==> src/rtl/line_burst_adapter.sv <==
`default_nettype none
// ============================================================================
// Module   : line_burst_adapter
// Purpose  : Bridges a cache single-transfer line port to a narrow burst
//            memory bus. Reads gather BEATS beats into one line; writes split
//            a latched line into BEATS beats.
// Ports    : clk, rst           - clock (rising edge), async active-high reset
//            address_i          - line request address
//            read_i / write_i   - level requests, held until resp_o
//            line_i / line_o    - line write data in / assembled read line out
//            resp_o             - one-cycle line-complete pulse
//            address_o          - memory burst start address
//            read_o / write_o   - memory burst active (registered)
//            burst_o / burst_i  - write beat out / read beat in
//            resp_i             - memory beat handshake
// Config   : LINE_ADAPTER_WRAP_EN - critical-word-first ordering; the burst
//            starts at the beat addressed by address_i and wraps around.
// Revision : 1.0 - initial release
// ============================================================================
module line_burst_adapter #(
  parameter int LINE_W = 256,
  parameter int BUS_W  = 64,
  parameter int ADDR_W = 32
) (
  input  logic              clk,
  input  logic              rst,
  input  logic [ADDR_W-1:0] address_i,
  input  logic              read_i,
  input  logic              write_i,
  input  logic [LINE_W-1:0] line_i,
  output logic [LINE_W-1:0] line_o,
  output logic              resp_o,
  output logic [ADDR_W-1:0] address_o,
  output logic              read_o,
  output logic              write_o,
  output logic [BUS_W-1:0]  burst_o,
  input  logic [BUS_W-1:0]  burst_i,
  input  logic              resp_i
);

  localparam int BEATS  = LINE_W / BUS_W;
  localparam int OFF_W  = $clog2(LINE_W / 8);
  localparam int BOFF_W = $clog2(BUS_W / 8);
  localparam int CNT_W  = $clog2(BEATS);
  localparam int BW_LOG = $clog2(BUS_W);
  localparam int LW_LOG = $clog2(LINE_W);
  localparam logic [CNT_W-1:0] LAST_BEAT = CNT_W'(BEATS - 1);

  typedef enum logic [1:0] {
    S_IDLE = 2'd0,
    S_RD   = 2'd1,
    S_WR   = 2'd2,
    S_DONE = 2'd3
  } state_t;

  state_t              state_q, state_d;
  logic [CNT_W-1:0]    cnt_q, cnt_d;
  logic [CNT_W-1:0]    start_q, start_d;
  logic [ADDR_W-1:0]   addr_q, addr_d;
  logic [LINE_W-1:0]   line_buf_q, line_buf_d;
  logic [LINE_W-1:0]   line_q, line_d;
  logic                read_q, read_d;
  logic                write_q, write_d;
  logic                resp_q, resp_d;

  logic [CNT_W-1:0]    w_start;
  logic [ADDR_W-1:0]   w_addr_aligned;
  logic [CNT_W-1:0]    w_idx;
  logic [LW_LOG-1:0]   w_base;
  logic [LINE_W-1:0]   w_merged;
  logic                w_unused_addr_bits;

`ifdef LINE_ADAPTER_WRAP_EN
  // Critical-word-first: the requested beat goes out first.
  assign w_start            = address_i[OFF_W-1:BOFF_W];
  assign w_addr_aligned     = {address_i[ADDR_W-1:BOFF_W], {BOFF_W{1'b0}}};
  assign w_unused_addr_bits = ^address_i[BOFF_W-1:0];
`else
  assign w_start            = '0;
  assign w_addr_aligned     = {address_i[ADDR_W-1:OFF_W], {OFF_W{1'b0}}};
  assign w_unused_addr_bits = ^address_i[OFF_W-1:0];
`endif

  // Slot index wraps naturally because BEATS is a power of two.
  assign w_idx  = start_q + cnt_q;
  assign w_base = {w_idx, {BW_LOG{1'b0}}};

  // Line buffer with the current read beat dropped into its slot.
  always_comb begin
    w_merged                    = line_buf_q;
    w_merged[w_base +: BUS_W]   = burst_i;
  end

  always_comb begin
    state_d    = state_q;
    cnt_d      = cnt_q;
    start_d    = start_q;
    addr_d     = addr_q;
    line_buf_d = line_buf_q;
    line_d     = line_q;
    resp_d     = 1'b0;

    case (state_q)
      S_IDLE: begin
        if (read_i) begin
          state_d = S_RD;
          cnt_d   = '0;
          start_d = w_start;
          addr_d  = w_addr_aligned;
        end else if (write_i) begin
          state_d    = S_WR;
          cnt_d      = '0;
          start_d    = w_start;
          addr_d     = w_addr_aligned;
          line_buf_d = line_i;
        end
      end
      S_RD: begin
        if (resp_i) begin
          line_buf_d = w_merged;
          cnt_d      = cnt_q + 1'b1;
          if (cnt_q == LAST_BEAT) begin
            // Publish only a complete line so an aborted read never leaks.
            line_d  = w_merged;
            state_d = S_DONE;
            resp_d  = 1'b1;
          end
        end
      end
      S_WR: begin
        if (resp_i) begin
          cnt_d = cnt_q + 1'b1;
          if (cnt_q == LAST_BEAT) begin
            state_d = S_DONE;
            resp_d  = 1'b1;
          end
        end
      end
      S_DONE: begin
        state_d = S_IDLE;
      end
      default: begin
        state_d = S_IDLE;
      end
    endcase

    read_d  = (state_d == S_RD);
    write_d = (state_d == S_WR);
  end

  always_ff @(posedge clk or posedge rst) begin
    if (rst) begin
      state_q    <= S_IDLE;
      cnt_q      <= '0;
      start_q    <= '0;
      addr_q     <= '0;
      line_buf_q <= '0;
      line_q     <= '0;
      read_q     <= 1'b0;
      write_q    <= 1'b0;
      resp_q     <= 1'b0;
    end else begin
      state_q    <= state_d;
      cnt_q      <= cnt_d;
      start_q    <= start_d;
      addr_q     <= addr_d;
      line_buf_q <= line_buf_d;
      line_q     <= line_d;
      read_q     <= read_d;
      write_q    <= write_d;
      resp_q     <= resp_d;
    end
  end

  assign line_o    = line_q;
  assign resp_o    = resp_q;
  assign address_o = addr_q;
  assign read_o    = read_q;
  assign write_o   = write_q;
  assign burst_o   = write_q ? line_buf_q[w_base +: BUS_W] : '0;

endmodule
`default_nettype wire

==> config.mk <==
export PLATFORM = sky130hd
export DESIGN_NAME = line_burst_adapter
export DESIGN_NICKNAME = d
export VERILOG_FILES = /design/src/rtl/line_burst_adapter.sv
export SDC_FILE = /design/constraint.sdc
export NUM_CORES = 1
export LEC_CHECK = 0
export BUFFER_PORTS_ARGS = -buffer_cell sky130_fd_sc_hd__buf_4
export CORE_AREA = 3 3 278 280
export CTS_CLUSTER_DIAMETER = 120
export DETAILED_ROUTE_END_ITERATION = 10
export DIE_AREA = 0 0 281 283
export GPL_TIMING_DRIVEN = 0
export PLACE_DENSITY = 0.68
export RECOVER_POWER = 100
export SYNTH_ARGS = -nofsm -noshare
export SYNTH_HDL_FRONTEND = slang
export SYNTH_SLANG_ARGS = --single-unit
==> constraint.sdc <==
create_clock -name clk -period 22.1 [get_ports clk]
set_input_delay 5.525 -clock clk [delete_from_list [all_inputs] [get_ports clk]]
set_output_delay 5.525 -clock clk [all_outputs]
set_load 0.005 [all_outputs]
# Word level (Yosys, flattened, before mapping)
# Cells that the tools add are included.
# totals
ff_bits	553
in_bits	357
output_inout_bits	355
word_cells	55
# classes
addsub	3
n_eq_ne	11
n_shift	3
muxes	20
n_reduce_logical	9
# op_table
operator	count
2-to-1 mux 256 bit	3
case mux 256 bit (2 select lines)	1
bitwise mux 256 bit	1
variable shift 64 x 10 -> 256 bit (first input constant)	1
variable part select 256 x 9 -> 64 bit	1
variable part select 64 x 10 -> 256 bit	1
2-to-1 mux 32 bit	2
2-to-1 mux 64 bit	1
2-to-1 mux 2 bit	7
negation 8 -> 10 bit	1
== test 2 bit (second input constant)	4
!= test 2 bit (second input constant)	3
case mux 2 bit (3 select lines)	1
AND reduction 3 bit	2
nonzero test 2 bit	3
== test 2 x 1 -> 1 bit (second input constant)	2
case mux 2 bit (2 select lines)	1
AND reduction 4 bit	1
2-to-1 mux 1 bit	3
!= test 3 bit (second input constant)	1
adder 2 x 1 -> 2 bit (second input constant)	1
adder 2 bit	1
logical NOT 2 bit	1
!= test 2 x 1 -> 1 bit (second input constant)	1
2 further kinds	2

# Logic depth before layout (Yosys ltp)
# Gate-level depths: netlist of run 1.
# logic_depth
word_depth	6
mapped_depth	12
depth_no_buf	6

# Worst setup path before layout of run 1
# No wires, ideal clock.
# synth_timing
path_kind	register to output
startpoint	register cnt_q[0]
endpoint	output burst_o[37]
arrival_ns	1.736
required_time_ns	16.575
slack_ns	14.839
path_stages_with_launch	6
path_buffers	3
cell_sequence	dfrtp_1 -> buf_2 -> buf_4 -> buf_2 -> mux4_2 -> and2_1
# synth_between
elab_chain_len	3
# synth_rtl
element	line_no	text
start: declaration	57	logic [CNT_W-1:0] cnt_q, cnt_d;
start signal: assignment	164	cnt_q <= cnt_d;
adder 2 bit	85	assign w_idx = start_q + cnt_q;
variable part select 256 x 9 -> 64 bit	180	assign burst_o = write_q ? line_buf_q[w_base +: BUS_W] : '0;
2-to-1 mux 64 bit	180	
end: declaration	36	output logic [BUS_W-1:0] burst_o,
# No other way between the ends.

==> impl_metrics.xml, run 1 <==
<?xml version="1.0" encoding="UTF-8"?>
<metrics>
  <group name="run_status">
    <metric name="run_status" unit="">complete, but fails checks</metric>
    <metric name="violations_in_the_final_reports" unit="">capacitance limit, slew limit</metric>
  </group>
  <group name="pwr">
    <metric name="p_leak" unit="nW">15.31</metric>
    <metric name="combPwrFrac" unit="">0.468</metric>
    <metric name="p_clk_frac" unit="">0.209</metric>
    <metric name="max-vdd-ir-drop" unit="uV">87.99</metric>
    <metric name="total_switching_power" unit="mW">2.211</metric>
    <metric name="power_density" unit="nW/um^2">144.5</metric>
    <metric name="p_sw_frac" unit="">0.4298</metric>
    <metric name="internal_power" unit="mW">2.934</metric>
    <metric name="report.power.total" unit="mW">5.146</metric>
    <metric name="seq_power_share" unit="">0.323</metric>
  </group>
  <group name="sta">
    <metric name="worstMarginPinSlew" unit="ns">6.852</metric>
    <metric name="final.min_clock_period" unit="ns">14.25</metric>
    <metric name="fin_worst_skew" unit="ns">0.01845</metric>
    <metric name="rsz0062_at_grt" unit="">no</metric>
    <metric name="postLayoutSetupSlackWorst" unit="ns">7.851</metric>
    <metric name="maxSlewHeadroom" unit="">-3.568</metric>
    <metric name="max_freq" unit="GHz">0.07018</metric>
    <metric name="period_share" unit="">0.6448</metric>
    <metric name="final-hold-violation-count" unit="">0</metric>
    <metric name="setup_viol" unit="">0</metric>
    <metric name="finalMaxSlewViolations" unit="">254</metric>
  </group>
  <group name="cts">
    <metric name="clockBufferDepth" unit="">3</metric>
    <metric name="clock-sinks" unit="">546</metric>
    <metric name="clock_tree_from_tritoncts" unit="">done</metric>
    <metric name="number_of_cts_inserted_buffers" unit="">61</metric>
    <metric name="ctsResizeCount" unit="">0</metric>
    <metric name="clk_transition_reported_paths" unit="ns">0.06</metric>
    <metric name="worstSkewPairLatency" unit="ns">0.63</metric>
    <metric name="post_cts_hold_buffer_count" unit="">0</metric>
    <metric name="htreeDepth" unit="">2</metric>
    <metric name="number_of_setup_buffers_added_after_cts" unit="">0</metric>
    <metric name="cts_root_buf" unit="">sky130_fd_sc_hd__clkbuf_16</metric>
  </group>
  <group name="finish">
    <metric name="final.fill_count" unit="">7168</metric>
    <metric name="layout.cells.non_filler" unit="">4494</metric>
    <metric name="postLayoutCoreUtil" unit="">0.4766</metric>
    <metric name="area_growth" unit="%">28.28</metric>
    <metric name="drive_gt1_frac" unit="">0.2399</metric>
    <metric name="register_area" unit="sq um">13660</metric>
    <metric name="multi_input_area" unit="sq um">12680</metric>
    <metric name="layout.nets" unit="">3831</metric>
  </group>
  <group name="grt">
    <metric name="antenna_found_initial" unit="">24</metric>
    <metric name="grt.total_usage" unit="">0.3320</metric>
    <metric name="groute.layer.met3.usage" unit="">0.09691</metric>
    <metric name="top_usage_layer" unit="">met2</metric>
    <metric name="first_pass_grt_wire_length" unit="um">193900</metric>
    <metric name="maximum_number_of_pins_on_one_net_before_global_route_repair" unit="">125</metric>
    <metric name="grt_pass1_vias" unit="">27170</metric>
    <metric name="globalRouteOverflowTotal" unit="">0</metric>
    <metric name="groute.layer.met1.usage" unit="">0.4189</metric>
    <metric name="gr-usage-met2" unit="">0.5234</metric>
  </group>
  <group name="routing">
    <metric name="finalWirelength" unit="um">136600</metric>
    <metric name="routed_length_per_instance" unit="um">30.40</metric>
    <metric name="drc_violations" unit="">0</metric>
    <metric name="routed-via-count" unit="">27910</metric>
    <metric name="detail_route.vias_per_cell" unit="">6.211</metric>
    <metric name="first_iter_violations" unit="">3396</metric>
    <metric name="first_pass_iters" unit="">6</metric>
    <metric name="drtAntennaViolNets" unit="">0</metric>
  </group>
  <group name="logic_synthesis">
    <metric name="ffs_w_async_s_r_synth" unit="">1.000</metric>
    <metric name="synth-seq-area-share" unit="">0.4923</metric>
    <metric name="synth_ff_type" unit="">sky130_fd_sc_hd__dfrtp_1</metric>
    <metric name="synth_area" unit="sq um">27750</metric>
    <metric name="synth.ff_latch_count" unit="">546</metric>
    <metric name="synth_cells" unit="">2736</metric>
    <metric name="post_synth_num_cell_types" unit="">51</metric>
    <metric name="mean_area_per_synthesized_cell" unit="sq um">10.14</metric>
    <metric name="warnings_synthesis" unit="">0</metric>
    <metric name="number_of_flops_mapped_to_enable_cells_by_yosys" unit="">0</metric>
  </group>
  <group name="worst_setup_path">
    <metric name="path_max_fanout" unit="">120</metric>
    <metric name="setup.worst_path.class" unit="">input port to asynchronous set/reset pin</metric>
    <metric name="setup.reg_to_reg.worst_slack" unit="ns">14.34</metric>
    <metric name="wp_data_arrival" unit="ns">13.29</metric>
    <metric name="critical_path.slowest_cell" unit="">sky130_fd_sc_hd__clkbuf_1</metric>
    <metric name="startpoint_type" unit="">input port</metric>
    <metric name="timing.critical_path.slowest_cell_delay" unit="ns">4.92</metric>
    <metric name="worstPathCellList" unit="">clkbuf_4, clkinvlp_2, clkbuf_1</metric>
    <metric name="data_required_time_at_the_worst_endpoint" unit="ns">21.14</metric>
    <metric name="end_kind" unit="">asynchronous set/reset pin</metric>
  </group>
  <group name="floorplanning">
    <metric name="die-height" unit="um">283</metric>
    <metric name="die-area" unit="sq um">79520</metric>
    <metric name="floorplan.initialDensity" unit="">0.3715</metric>
    <metric name="die_width" unit="um">281</metric>
    <metric name="core.rowCount" unit="">100</metric>
    <metric name="io_pins" unit="">712</metric>
    <metric name="coreArea" unit="sq um">74700</metric>
  </group>
  <group name="flow_run">
    <metric name="cap_violations" unit="">5</metric>
  </group>
  <group name="place">
    <metric name="portBuffers" unit="">657</metric>
    <metric name="dpl.cell_count" unit="">4370</metric>
    <metric name="dp.final_hpwl" unit="um">102400</metric>
    <metric name="dp_worst_slack" unit="ns">13.05</metric>
    <metric name="gpl_congestion" unit="">0.9611</metric>
  </group>
  <group name="worst_hold_path">
    <metric name="hold_path_class" unit="">flop to flop</metric>
  </group>
</metrics>
## logic make-up (layout without fill, tap and decap cells)
logic type	count (synthesis)	in the layout	share of synthesized area
AOI/OAI and AO/OA	1075	1075	0.2696
adders and majority gates	9	9	0.004058
buffers and inverters	339	1109	0.05103
DFF	546	546	0.4923
muxes	92	92	0.06325
other	1	20	0.0001351
and+or+nand+nor	674	674	0.1196
## layer usage
layer	share of wire	routed length, um
met4	0.055	7524
met2	0.46	62880
met5	0.0014	195
met1	0.37	51010
met3	0.11	14990
## layout make-up
type	instances	share of cell area
sequential	546	0.3838
multi-input combinational	1855	0.3562
timing repair buffer	662	0.1287
clock buffer	85	0.04885
buffer	327	0.03746
tap	969	0.03405
clock inverter	23	0.008610
inverter	12	0.001300
antenna	15	0.001054
## worst max-delay path, delay by kind of cell
family | cells | cell delay, ns
buffers and inverters | 3 | 7.52
## synth_stat cells, drive strengths merged, types with 64 or more instances
cell | count | share of area
nor2b | 69 | 0.016
dfrtp | 546 | 0.49
nand2 | 290 | 0.039
a21oi | 140 | 0.025
mux4 | 64 | 0.052
a22oi | 326 | 0.088
buf | 110 | 0.020
clkbuf | 217 | 0.029
and3 | 71 | 0.016
o21ai | 265 | 0.048
and2 | 65 | 0.015
o2bb2ai | 191 | 0.060
## final timing paths
path,depth (start not counted),end,start
min in group asynchronous,2,line_o[109],rst
worst min-delay path,2,line_o[25],line_o[25]
worst max-delay path,3,line_o[24],rst
max in group clk,8,line_o[64],resp_i
worst max register to register,8,line_buf_q[52],cnt_q[1]
worst min register to register,2,line_o[25],line_o[25]
## power by group through the flow
| stage | Clock (mW) | Combinational, mW | Sequential, mW |
|---|---|---|---|
| floorplan | 0 | 1.41 | 1.57 |
| global placement | 0 | 2.38 | 1.66 |
| detailed placement | 0 | 2.42 | 1.66 |
| CTS | 1.08 | 2.42 | 1.65 |
| global route | 1.11 | 2.57 | 1.69 |
| finish | 1.07 | 2.41 | 1.66 |
## metrics by stage
stage | setup TNS [ns] | hold slack, ns | cell area (sq um)
after CTS | 0 | 0.4838 | 36080
after global placement | -2946.49 | 0.4639 | 33910
after global routing | 0 | 0.4938 | 35590
after detailed placement | 0 | 0.4707 | 34030
final | 0 | 0.4788 | 35600
after floorplan | 0 | 0.4654 | 27770
## placed cells by master, fill, tap and decap left out, types with 15 or more instances in the layout
master | synthesis | layout
sky130_fd_sc_hd__dfrtp_1 | 546 | 546
sky130_fd_sc_hd__clkbuf_1 | 217 | 393
sky130_fd_sc_hd__buf_4 | 10 | 371
sky130_fd_sc_hd__a22oi_1 | 326 | 326
sky130_fd_sc_hd__nand2_1 | 290 | 290
sky130_fd_sc_hd__o21ai_0 | 263 | 265
sky130_fd_sc_hd__o2bb2ai_1 | 191 | 191
sky130_fd_sc_hd__clkbuf_4 | 0 | 176
sky130_fd_sc_hd__a21oi_1 | 140 | 140
sky130_fd_sc_hd__and3_1 | 71 | 71
sky130_fd_sc_hd__nor2b_1 | 69 | 69
sky130_fd_sc_hd__mux4_2 | 64 | 64
sky130_fd_sc_hd__clkbuf_16 | 0 | 63
sky130_fd_sc_hd__nor3_1 | 61 | 61
sky130_fd_sc_hd__and2_0 | 0 | 56
sky130_fd_sc_hd__buf_2 | 85 | 54
sky130_fd_sc_hd__nand2b_1 | 52 | 52
sky130_fd_sc_hd__nor2_1 | 52 | 52
sky130_fd_sc_hd__a221oi_1 | 43 | 43
sky130_fd_sc_hd__a31o_2 | 43 | 43
sky130_fd_sc_hd__a22o_1 | 29 | 29
sky130_fd_sc_hd__mux2_2 | 27 | 27
sky130_fd_sc_hd__diode_2 | 0 | 15
sky130_fd_sc_hd__a221o_1 | 15 | 15
## state kept, by name, summed over array words and instances (netlist names)
name	cells
address_o	27
cnt_q	2
line_buf_q	256
line_o	256
read_o	1
resp_o	1
state_q	2
write_o	1
Note: power is estimated with default switching activity, not from simulation.
==> run 2, diff against run 1 <==
- ABC_AREA: default -> 1
- CORE_AREA: 3 3 278 280 -> 3 3 279 281
- DIE_AREA: 0 0 281 283 -> 0 0 282 284
- PLACE_DENSITY: 0.68 -> 0.7
- clock period: 22.1 -> 13.43 ns (I/O delays scaled with it)
==> run 2 against run 1 <==
Effect of this change: the run still ends with capacitance limit, slew limit left; count of clock-buffer cells in the layout is 15 higher; flip-flop and latch count stayed put; critical path depth is 2 higher; total power is 83% higher; sequential share of layout area is 2.3 points lower; non-clock buffer count is 32 higher; sequential power is 69% higher; core utilization is 2.4 points higher; first-iteration DRC count is 3.3% lower; via count is 18% higher; synthesized cell count is 58% higher; synthesized area is 7.1% higher.
==> impl_metrics.xml, run 2 <==
<?xml version="1.0" encoding="UTF-8"?>
<metrics>
  <group name="run_status">
    <metric name="run_status" unit="">complete, but fails checks</metric>
    <metric name="violations_in_the_final_reports" unit="">capacitance limit, slew limit</metric>
  </group>
  <group name="cts">
    <metric name="clockBufferDepth" unit="">3</metric>
    <metric name="clk_transition_reported_paths" unit="ns">0.06</metric>
    <metric name="htreeDepth" unit="">3</metric>
    <metric name="clock-sinks" unit="">546</metric>
    <metric name="worstSkewPairLatency" unit="ns">0.60</metric>
    <metric name="cts_root_buf" unit="">sky130_fd_sc_hd__clkbuf_16</metric>
    <metric name="number_of_setup_buffers_added_after_cts" unit="">0</metric>
    <metric name="number_of_cts_inserted_buffers" unit="">66</metric>
    <metric name="clock_tree_from_tritoncts" unit="">done</metric>
    <metric name="ctsResizeCount" unit="">0</metric>
    <metric name="post_cts_hold_buffer_count" unit="">0</metric>
  </group>
  <group name="logic_synthesis">
    <metric name="mean_area_per_synthesized_cell" unit="sq um">6.853</metric>
    <metric name="synth-adder-area-share" unit="">0.003789</metric>
    <metric name="yosys-mux-area-fraction" unit="">0.01023</metric>
    <metric name="synth_commonest_cells" unit="">sky130_fd_sc_hd__nand2_1 (1475), sky130_fd_sc_hd__nor2_1 (967), sky130_fd_sc_hd__dfrtp_1 (546)</metric>
    <metric name="synthTopCellsByArea" unit="">sky130_fd_sc_hd__dfrtp_1 (46%), sky130_fd_sc_hd__nand2_1 (19%), sky130_fd_sc_hd__nor2_1 (12%)</metric>
    <metric name="yosys.area_share.xor_xnor" unit="">0</metric>
    <metric name="warnings_synthesis" unit="">0</metric>
    <metric name="synth.ff_latch_count" unit="">546</metric>
    <metric name="post-synth-top-area-cell" unit="">sky130_fd_sc_hd__dfrtp_1</metric>
    <metric name="combinational_family_with_the_most_area_after_synthesis" unit="">simple AND/OR/NAND/NOR gates</metric>
    <metric name="ffs_w_async_s_r_synth" unit="">1.000</metric>
    <metric name="synth_ff_type" unit="">sky130_fd_sc_hd__dfrtp_1</metric>
    <metric name="synthDominantCellAreaShare" unit="">0.4598</metric>
    <metric name="post-synth-top-count-cell" unit="">sky130_fd_sc_hd__nand2_1</metric>
    <metric name="synthesized_area_fraction_occupied_by_ao_oa_aoi_and_oai_cells" unit="">0.1148</metric>
    <metric name="synth-seq-area-share" unit="">0.4598</metric>
    <metric name="synth_simple_gate_area_share" unit="">0.3468</metric>
    <metric name="number_of_flops_mapped_to_enable_cells_by_yosys" unit="">0</metric>
    <metric name="synth_cells" unit="">4336</metric>
    <metric name="post_synth_num_cell_types" unit="">26</metric>
    <metric name="synth_area" unit="sq um">29720</metric>
  </group>
  <group name="finish">
    <metric name="area_growth" unit="%">27.54</metric>
    <metric name="layout_common_cells" unit="">sky130_fd_sc_hd__nand2_1 (1475), sky130_fd_sc_hd__nor2_1 (967), sky130_fd_sc_hd__dfrtp_1 (546), sky130_fd_sc_hd__clkbuf_1 (388), sky130_fd_sc_hd__buf_4 (363)</metric>
    <metric name="layout.nets" unit="">5492</metric>
    <metric name="postLayoutCoreUtil" unit="">0.5007</metric>
    <metric name="layout.cells.non_filler" unit="">6154</metric>
    <metric name="most_common_cell_after_layout_fill_and_taps_aside" unit="">sky130_fd_sc_hd__nand2_1</metric>
    <metric name="final_design_area_no_fill" unit="sq um">37900</metric>
    <metric name="drive_gt1_frac" unit="">0.1602</metric>
  </group>
  <group name="routing">
    <metric name="first_pass_iters" unit="">6</metric>
    <metric name="detail_route.vias_per_cell" unit="">5.352</metric>
    <metric name="drtAntennaViolNets" unit="">0</metric>
    <metric name="routed_length_per_instance" unit="um">22.41</metric>
    <metric name="drc_violations" unit="">0</metric>
    <metric name="routed-via-count" unit="">32940</metric>
    <metric name="finalWirelength" unit="um">137900</metric>
    <metric name="first_iter_violations" unit="">3285</metric>
  </group>
  <group name="worst_setup_path">
    <metric name="critical_path_buf_inv_count" unit="">5</metric>
    <metric name="critical_path.slowest_cell" unit="">sky130_fd_sc_hd__clkbuf_1</metric>
    <metric name="timing.critical_path.slowest_cell_delay" unit="ns">1.73</metric>
    <metric name="wp_data_arrival" unit="ns">9.10</metric>
    <metric name="data_required_time_at_the_worst_endpoint" unit="ns">13.65</metric>
    <metric name="startpoint_type" unit="">input port</metric>
    <metric name="worstPathCellList" unit="">clkbuf_4, clkinvlp_2, clkbuf_1, clkbuf_1, clkbuf_1</metric>
    <metric name="end_kind" unit="">asynchronous set/reset pin</metric>
    <metric name="critical_path.top_delay_family" unit="">buffers and inverters</metric>
    <metric name="path_max_fanout" unit="">40</metric>
    <metric name="setup.worst_path.class" unit="">input port to asynchronous set/reset pin</metric>
    <metric name="critical_path.most_common_cell" unit="">sky130_fd_sc_hd__clkbuf_1</metric>
  </group>
  <group name="sta">
    <metric name="final.min_clock_period" unit="ns">8.883</metric>
    <metric name="fin_worst_skew" unit="ns">0.02342</metric>
    <metric name="worstMarginPinSlew" unit="ns">2.304</metric>
    <metric name="maxSlewHeadroom" unit="">-0.5363</metric>
    <metric name="hold-worst-slack" unit="ns">0.4752</metric>
    <metric name="period_share" unit="">0.6615</metric>
    <metric name="final-hold-violation-count" unit="">0</metric>
    <metric name="rsz0062_at_grt" unit="">no</metric>
    <metric name="max_freq" unit="GHz">0.1126</metric>
    <metric name="finalMaxSlewViolations" unit="">436</metric>
    <metric name="setup_total_negative_slack" unit="ns">0</metric>
    <metric name="postLayoutSetupSlackWorst" unit="ns">4.547</metric>
    <metric name="setup_viol" unit="">0</metric>
  </group>
  <group name="floorplanning">
    <metric name="floorplan.initialDensity" unit="">0.3926</metric>
    <metric name="die-height" unit="um">284</metric>
    <metric name="coreArea" unit="sq um">75700</metric>
    <metric name="core.rowCount" unit="">101</metric>
    <metric name="io_pins" unit="">712</metric>
    <metric name="die-area" unit="sq um">80090</metric>
    <metric name="die_width" unit="um">282</metric>
  </group>
  <group name="grt">
    <metric name="maximum_number_of_pins_on_one_net_before_global_route_repair" unit="">42</metric>
    <metric name="grt_pass1_vias" unit="">31850</metric>
    <metric name="grt.total_usage" unit="">0.3360</metric>
    <metric name="globalRouteOverflowTotal" unit="">0</metric>
    <metric name="first_pass_grt_wire_length" unit="um">201100</metric>
    <metric name="antenna_found_initial" unit="">17</metric>
  </group>
  <group name="pwr">
    <metric name="p_leak" unit="nW">19.34</metric>
    <metric name="power_density" unit="nW/um^2">249.1</metric>
    <metric name="report.power.total" unit="mW">9.439</metric>
    <metric name="max-vdd-ir-drop" unit="uV">130.7</metric>
  </group>
  <group name="place">
    <metric name="postPlaceCellArea" unit="sq um">36550</metric>
    <metric name="dpl.cell_count" unit="">6035</metric>
    <metric name="gpl_congestion" unit="">0.9504</metric>
    <metric name="dp_worst_slack" unit="ns">7.271</metric>
    <metric name="portBuffers" unit="">701</metric>
    <metric name="dp.final_hpwl" unit="um">106100</metric>
  </group>
  <group name="worst_hold_path">
    <metric name="hold_path_class" unit="">flop to flop</metric>
  </group>
  <group name="flow_run">
    <metric name="cap_violations" unit="">16</metric>
  </group>
</metrics>
## run 2: report_power, final
group          leakage [nW]  internal, mW  switching [mW]  total, mW
clock                  1.04          1.06           0.747       1.80
combinational          11.3          1.58            3.25       4.83
sequential             6.95          2.34           0.463       2.80
## run 2: area by class of cell
| cell class | count | area, sq um |
|---|---|---|
| Antenna cell | 7 | 17.52 |
| Tap cell | 978 | 1224 |
| Fill cell | 7771 | 37800 |
| Sequential cell | 546 | 13660 |
| Inverter | 152 | 571.8 |
| Multi-Input combinational cell | 3339 | 14150 |
| Clock inverter | 11 | 112.6 |
| Buffer | 303 | 1260 |
| Timing Repair Buffer | 718 | 4905 |
| Clock buffer | 100 | 1993 |
## run 2: cells by family after synthesis
| family | count (synthesis) |
|---|---|
| flip-flops | 546 |
| other | 1 |
| AO/OA/AOI/OAI | 649 |
| adder cells (fa/ha/maj) | 9 |
| multiplexers | 27 |
| buffers and inverters | 455 |
| AND/OR/NAND/NOR | 2649 |
## run 2: metal layers
metal  global-route usage  part of all wire
met1               0.4254              0.39
met2               0.5331              0.45
met3              0.07577              0.10
met4               0.1810             0.063
met5                    0           0.00025
## run 2: worst paths after layout
kind | cells after the start | slack (ns) | startpoint | to
worst max-delay path | 5 | 4.55 | rst | line_o[21]
worst min-delay path | 2 | 0.48 | line_o[6] | line_o[6]
worst max register to register | 12 | 8.25 | cnt_q[0] | line_o[103]
worst min register to register | 2 | 0.48 | line_o[6] | line_o[6]
max in group clk | 9 | 4.69 | cnt_q[0] | burst_o[34]
min in group asynchronous | 2 | 2.92 | rst | line_buf_q[58]
## run 2: worst reg2reg max path, stage by stage (launching register included)
cell	delay (ns)
sky130_fd_sc_hd__dfrtp_1	0.40
sky130_fd_sc_hd__clkbuf_1	0.96
sky130_fd_sc_hd__inv_2	0.09
sky130_fd_sc_hd__buf_2	0.32
sky130_fd_sc_hd__buf_2	0.27
sky130_fd_sc_hd__buf_2	0.24
sky130_fd_sc_hd__ha_1	0.31
sky130_fd_sc_hd__clkbuf_2	0.19
sky130_fd_sc_hd__nand3_1	1.05
sky130_fd_sc_hd__clkbuf_1	0.56
sky130_fd_sc_hd__o21ai_0	0.42
sky130_fd_sc_hd__nor2_1	0.13
sky130_fd_sc_hd__a21oi_1	0.14
